<file path="config.mk">
export PLATFORM = sky130hd
export DESIGN_NAME = branch_resolve_queue
export DESIGN_NICKNAME = d
export VERILOG_FILES = /design/src/rtl/bp_pkg.sv /design/src/rtl/bp_meta_fifo.sv /design/src/rtl/branch_resolve_queue.sv
export SDC_FILE = /design/constraint.sdc
export NUM_CORES = 1
export LEC_CHECK = 0
export BUFFER_PORTS_ARGS = -buffer_cell sky130_fd_sc_hd__buf_2
export CAP_MARGIN = 15
export CORE_AREA = 2 2 130 195
export DETAILED_ROUTE_END_ITERATION = 12
export DIE_AREA = 0 0 132 197
export SYNTH_ARGS = -nofsm -noshare
export SYNTH_HDL_FRONTEND = slang
export SYNTH_SLANG_ARGS = --single-unit
</file>
<file path="constraint.sdc">
create_clock -name clk -period 7.6 [get_ports clk]
set_clock_uncertainty 0.2 [all_clocks]
set_input_delay 0 -clock clk [delete_from_list [all_inputs] [get_ports clk]]
set_output_delay 0 -clock clk [all_outputs]
set_load 0.03 [all_outputs]
</file>
<file path="src/rtl/bp_pkg.sv">
// Shared types for the branch resolve queue: per-branch metadata and PC step.
// Latency: n/a (types and constants only).
// Backpressure: n/a.
package bp_pkg;

  localparam int BP_N     = 128;
  localparam int BP_HW    = $clog2(BP_N);
  localparam int BP_PCW   = 32;
  localparam int BP_DEPTH = 4;

  localparam logic [BP_PCW-1:0] BP_PC_STEP = BP_PCW'(4);

  typedef struct packed {
    logic [BP_PCW-1:0] pc;
    logic              pred_taken;
    logic [BP_HW-1:0]  bhr;
  } bp_meta_t;

  // Fall-through fetch address after a not-taken branch; wraps at PCW bits.
  function automatic logic [BP_PCW-1:0] bp_next_pc(input logic [BP_PCW-1:0] pc);
    return pc + BP_PC_STEP;
  endfunction

endpackage

</file>
<file path="src/rtl/bp_meta_fifo.sv">
// Circular buffer of branch metadata; head is visible combinationally at rd_ptr.
// Latency: push visible at head one cycle later; clear takes effect at the next edge.
// Backpressure: none internally; caller must not push when full or pop when empty.
module bp_meta_fifo
  import bp_pkg::*;
#(
  parameter  int DEPTH = BP_DEPTH,
  localparam int AW    = $clog2(DEPTH),
  localparam int CW    = $clog2(DEPTH + 1)
) (
  input  logic          clk,
  input  logic          rst,
  input  logic          push,
  input  bp_meta_t      push_dat,
  input  logic          pop,
  input  logic          clear,
  output bp_meta_t      head,
  output logic [CW-1:0] count
);

  bp_meta_t      mem [DEPTH];
  logic [AW-1:0] rd_ptr;
  logic [AW-1:0] wr_ptr;

  assign head = mem[rd_ptr];

  // Storage carries no reset: validity is tracked solely by count.
  always_ff @(posedge clk) begin
    if (push && !clear) begin
      mem[wr_ptr] <= push_dat;
    end
  end

  always_ff @(posedge clk or posedge rst) begin
    if (rst) begin
      rd_ptr <= '0;
      wr_ptr <= '0;
      count  <= '0;
    end else if (clear) begin
      rd_ptr <= '0;
      wr_ptr <= '0;
      count  <= '0;
    end else begin
      if (push) begin
        wr_ptr <= wr_ptr + AW'(1);
      end
      if (pop) begin
        rd_ptr <= rd_ptr + AW'(1);
      end
      unique case ({push, pop})
        2'b10:   count <= count + CW'(1);
        2'b01:   count <= count - CW'(1);
        default: count <= count;
      endcase
    end
  end

endmodule

</file>
<file path="src/rtl/branch_resolve_queue.sv">
// In-order queue of in-flight branch predictions between IF and EX with mispredict redirect.
// Latency: predictor update port is combinational on resolve; redirect is registered (1 cycle).
// Backpressure: push_ready drops when full (no same-cycle pop bypass); resolves on empty are ignored.
module branch_resolve_queue
  import bp_pkg::*;
#(
  parameter  int N     = BP_N,
  parameter  int DEPTH = BP_DEPTH,
  parameter  int PCW   = BP_PCW,
  localparam int HW    = $clog2(N),
  localparam int CW    = $clog2(DEPTH + 1)
) (
  input  logic           clk,
  input  logic           rst,
  input  logic           push_valid,
  input  logic [PCW-1:0] push_pc,
  input  logic           push_pred_taken,
  input  logic [HW-1:0]  push_bhr,
  output logic           push_ready,
  input  logic           resolve_valid,
  input  logic           resolve_taken,
  input  logic [PCW-1:0] resolve_target,
  input  logic           flush,
  output logic           is_branch_ex,
  output logic           cmp_out_ex,
  output logic [HW-1:0]  bhr_ex,
  output logic           mispredict,
  output logic [PCW-1:0] redirect_pc,
  output logic [CW-1:0]  count
);

  bp_meta_t      head;
  bp_meta_t      push_meta;
  logic [CW-1:0] fifo_count;
  logic          pop_req;
  logic          mp;
  logic          kill;
  logic          fifo_push;
  logic          fifo_pop;

  assign push_meta = '{pc: push_pc, pred_taken: push_pred_taken, bhr: push_bhr};

  assign count      = fifo_count;
  assign push_ready = (fifo_count != CW'(DEPTH));
  assign pop_req    = resolve_valid && (fifo_count != '0);
  assign mp         = pop_req && (resolve_taken != head.pred_taken);

  // Any mispredicting pop or external flush discards the whole wrong path,
  // including whatever IF offers this cycle.
  assign kill       = flush || mp;
  assign fifo_push  = push_valid && push_ready && !kill;
  assign fifo_pop   = pop_req && !kill;

  // The predictor trains on every real resolve, even one that a flush discards.
  assign is_branch_ex = pop_req;
  assign cmp_out_ex   = resolve_taken;
  assign bhr_ex       = head.bhr;

  bp_meta_fifo #(.DEPTH(DEPTH)) u_fifo (
    .clk      (clk),
    .rst      (rst),
    .push     (fifo_push),
    .push_dat (push_meta),
    .pop      (fifo_pop),
    .clear    (kill),
    .head     (head),
    .count    (fifo_count)
  );

  always_ff @(posedge clk or posedge rst) begin
    if (rst) begin
      mispredict  <= 1'b0;
      redirect_pc <= '0;
    end else begin
      mispredict <= mp && !flush;
      if (mp && !flush) begin
        redirect_pc <= resolve_taken ? resolve_target : bp_next_pc(head.pc);
      end
    end
  end

  // After a redirect the queue is empty, so a second consecutive pulse is impossible.
  a_mp_single: assert property (@(posedge clk) disable iff (rst) mispredict |=> !mispredict);
  a_count_max: assert property (@(posedge clk) disable iff (rst) fifo_count <= CW'(DEPTH));

endmodule

</file>
==> impl_metrics.csv <==
group,metric,value,unit
power_and_ir_drop,peakVddDrop,156,uV
timing,drv_slew,0,
routing,drtIter0Drc,274,
synth,synthMuxAreaShare,0.127,
cells_and_area,fin_util,0.440,
clock_network,cts_tree,"done",
synth,synth_edf_count,160,
routing,ant_nets,0,
place,hpwl,12000,um
cells_and_area,antenna_cells,0,
clock_network,cts_max_path_buffers,2,
cells_and_area,nNetsFinal,778,
floorplanning,ioPinCount,124,
synth,ys_async_sr_fraction,0.200,
synth,synth_xor_area_frac,0.0333,
global_route,grt_remaining_overflow,0,
floorplanning,std_cell_rows,70,
place,port_buffers,123,
clock_network,insertion_delay,0.43,ns
timing,rsz0062_at_grt,"no",
clock_network,cts_max_level,4,
cells_and_area,drive_above_1_share,0.303,
routing,drc,0,
synth,ys.flop_type,"edfxtp_1",
synth,synth_area,0.00841,mm2
timing,finalHoldViolations,0,
timing,slew_headroom,0.280,
worst_setup_path,required,7.72,ns
clock_network,postCtsSetupBuffers,0,
synth,synth-adder-area-share,0.00982,
synth,synth_top_family_by_area,"multiplexers",
worst_setup_path,cp.arrival,3.66,ns
timing,fin_crit,3.54,ns
power_and_ir_drop,p_total,0.00318,W
routing,totalWireLength,17800,um
routing,first_pass_iters,4,
synth,synth_fp_nets,581,
clock_network,clkSinkCount,200,
global_route,grt_pass1_wl,27700,um
floorplanning,design.die.area,0.0260,mm2
global_route,grt_pass1_vias,5263,
worst_setup_path,path_class,"register to register",
synth,synth.largest_area_cell,"edfxtp_1",
worst_setup_path,startpoint_type,"register",
timing,fmax,283,MHz
floorplanning,die_x,132,um
timing,finalSetupViolCount,0,
cells_and_area,syn2layout_area_growth,26.9,%
global_route,antenna_found_initial,0,
synth,synth-simple-area-share,0.0791,
synth,synth_warnings,0,
cells_and_area,fill_cells,2175,
clock_network,cts.clk_slew.worst_paths,0.07,ns
synth,synth.distinct_cells,50,
timing,tns,0,ns
synth,synthTopCellsByArea,"edfxtp_1 57%, dfrtp_1 12%, mux4_2 8.8%",
floorplanning,core,0.0243,mm2
job,cap_viol_max_count,0,
timing,worst_slew_pin_slew,1.08,ns
synth,synth_compound_area_frac,0.0347,
clock_network,root_buffer,"clkbuf_16",
synth,ys_seq_elements,200,
hold_path,hold_class,"input port to asynchronous set/reset pin",
floorplanning,start_util,0.347,
worst_setup_path,cp-end-kind,"register",
power_and_ir_drop,p_leak,3.86,nW
synth,netlist.area_leader.share,0.571,
global_route,grt_max_degree,45,
routing,vias_per_cell,4.83,
worst_setup_path,path_max_fanout,42,
synth,netlist_instances,497,
place,place_congestion,0.799,
synth,yosysSeqAreaShare,0.690,
routing,drt-wirelength-per-cell,17.2,um
run_status,run_status,"complete, no violations",
routing,dr_total_vias,4981,
global_route,grt_use_total,0.138,
floorplanning,die_h,197,um
synth,syn_area_per_cell,16.9,um2
timing,period_share,0.466,
power_and_ir_drop,powerDensity,298,mW/mm2
clock_network,cts_buffers,17,
-- per-layer routing --
layer / GRT usage / routed length, um
met1: 0.159 / 7450
met5: 0 / 0
met2: 0.245 / 9110
met3: 0.0285 / 713
met4: 0.0616 / 473
-- critical path: stages, from the launching register on --
cell and delay, ns:
dfrtp_2 0.37, mux4_2 0.50, xor2_1 0.38, nand2_2 0.14
buf_4 0.29, inv_1 0.58, nand2b_1 0.60, o211ai_1 0.36
-- Yosys cell counts (3+ instances only) --
master,instances
buf_6,8
nand2_1,39
buf_4,3
o21ai_1,3
o211ai_1,17
and2_1,5
nor2_1,15
buf_1,3
ha_1,5
xnor2_1,18
and3_1,4
o21ai_0,10
mux2_2,4
a21oi_1,8
nor2b_1,3
nand3_1,22
dfrtp_1,40
inv_1,7
edfxtp_1,160
mux4_1,6
mux2i_1,12
nand4_1,17
xor2_1,14
clkbuf_1,6
buf_2,4
mux4_2,33
nor3_1,4
-- state kept, by name (all words and copies together) (netlist names) --
register / count
u_fifo.count: 3
mispredict: 1
redirect_pc: 32
u_fifo.rd_ptr: 2
u_fifo.wr_ptr: 2
u_fifo.mem: 160
-- placed cells by master (no fill, tap or decap), types with 5 or more instances in the layout --
| cell type | instances |
|---|---|
| a21oi_1 | 8 |
| edfxtp_1 | 160 |
| mux4_1 | 6 |
| inv_1 | 6 |
| xnor2_1 | 18 |
| nand2_1 | 39 |
| mux2i_1 | 12 |
| nand4_1 | 17 |
| nand3_1 | 22 |
| inv_6 | 5 |
| mux4_2 | 33 |
| o21ai_0 | 10 |
| o211ai_1 | 17 |
| nor2_1 | 15 |
| buf_2 | 123 |
| clkbuf_16 | 17 |
| dlygate4sd3_1 | 77 |
| xor2_1 | 14 |
| ha_1 | 5 |
| dfrtp_1 | 38 |
-- layout make-up --
cell class,instances,area [um2],share of cell area
multi-input combinational,264,2390,0.224
inverter,7,26.3,0.00246
clock buffer,17,425,0.0398
clock inverter,15,208,0.0194
sequential,200,5810,0.544
tap,324,405,0.0380
timing repair buffer,204,1420,0.133
-- where the power goes --
| group | total (W) | switching [W] | internal, W |
|---|---|---|---|
| Combinational | 0.000824 | 0.000522 | 0.000302 |
| Clock | 0.000954 | 0.000420 | 0.000534 |
| Sequential | 0.00140 | 0.0000652 | 0.00134 |
-- repair_timing --
item / CTS / global route
hold buffers: 77 / 0
resized for setup: 0 / 0
hold endpoints to repair: 239 / 0
-- metrics by stage --
stage	instances	hold slack [ns]	area (um2)	setup slack [ns]
floorplan	497	-0.134	8410	4.14
global placement	922	-0.0509	9280	4.18
detailed placement	922	-0.0413	9280	4.03
CTS	1031	0.0395	10700	4.02
global route	1031	0.0866	10700	3.74
finish	1031	0.0368	10700	4.06
-- path summary, 6_finish.rpt --
kind                                               from                      endpoint  slack, ns  cells after the start
setup / recovery           u_fifo.rd_ptr[0]$_DFFE_PP0P_   redirect_pc[24]$_DFFE_PP0P_       4.06                      7
hold / removal                                      rst    redirect_pc[2]$_DFFE_PP0P_       0.04                      4
setup reg to reg           u_fifo.rd_ptr[0]$_DFFE_PP0P_   redirect_pc[24]$_DFFE_PP0P_       4.06                      7
hold reg to reg             redirect_pc[23]$_DFFE_PP0P_   redirect_pc[23]$_DFFE_PP0P_       0.28                      2
max in group asynchronous                           rst  u_fifo.rd_ptr[0]$_DFFE_PP0P_       6.76                      4
min in group clk                          resolve_taken   redirect_pc[18]$_DFFE_PP0P_       0.05                      3
-- cells by family after synthesis --
| family | after synthesis |
|---|---|
| flops | 200 |
| simple gates | 126 |
| mux | 55 |
| compound gates | 45 |
| buf+inv | 33 |
| xor+xnor | 32 |
| fa+ha+maj | 6 |
No activity file was read; power rests on OpenSTA's default activity.
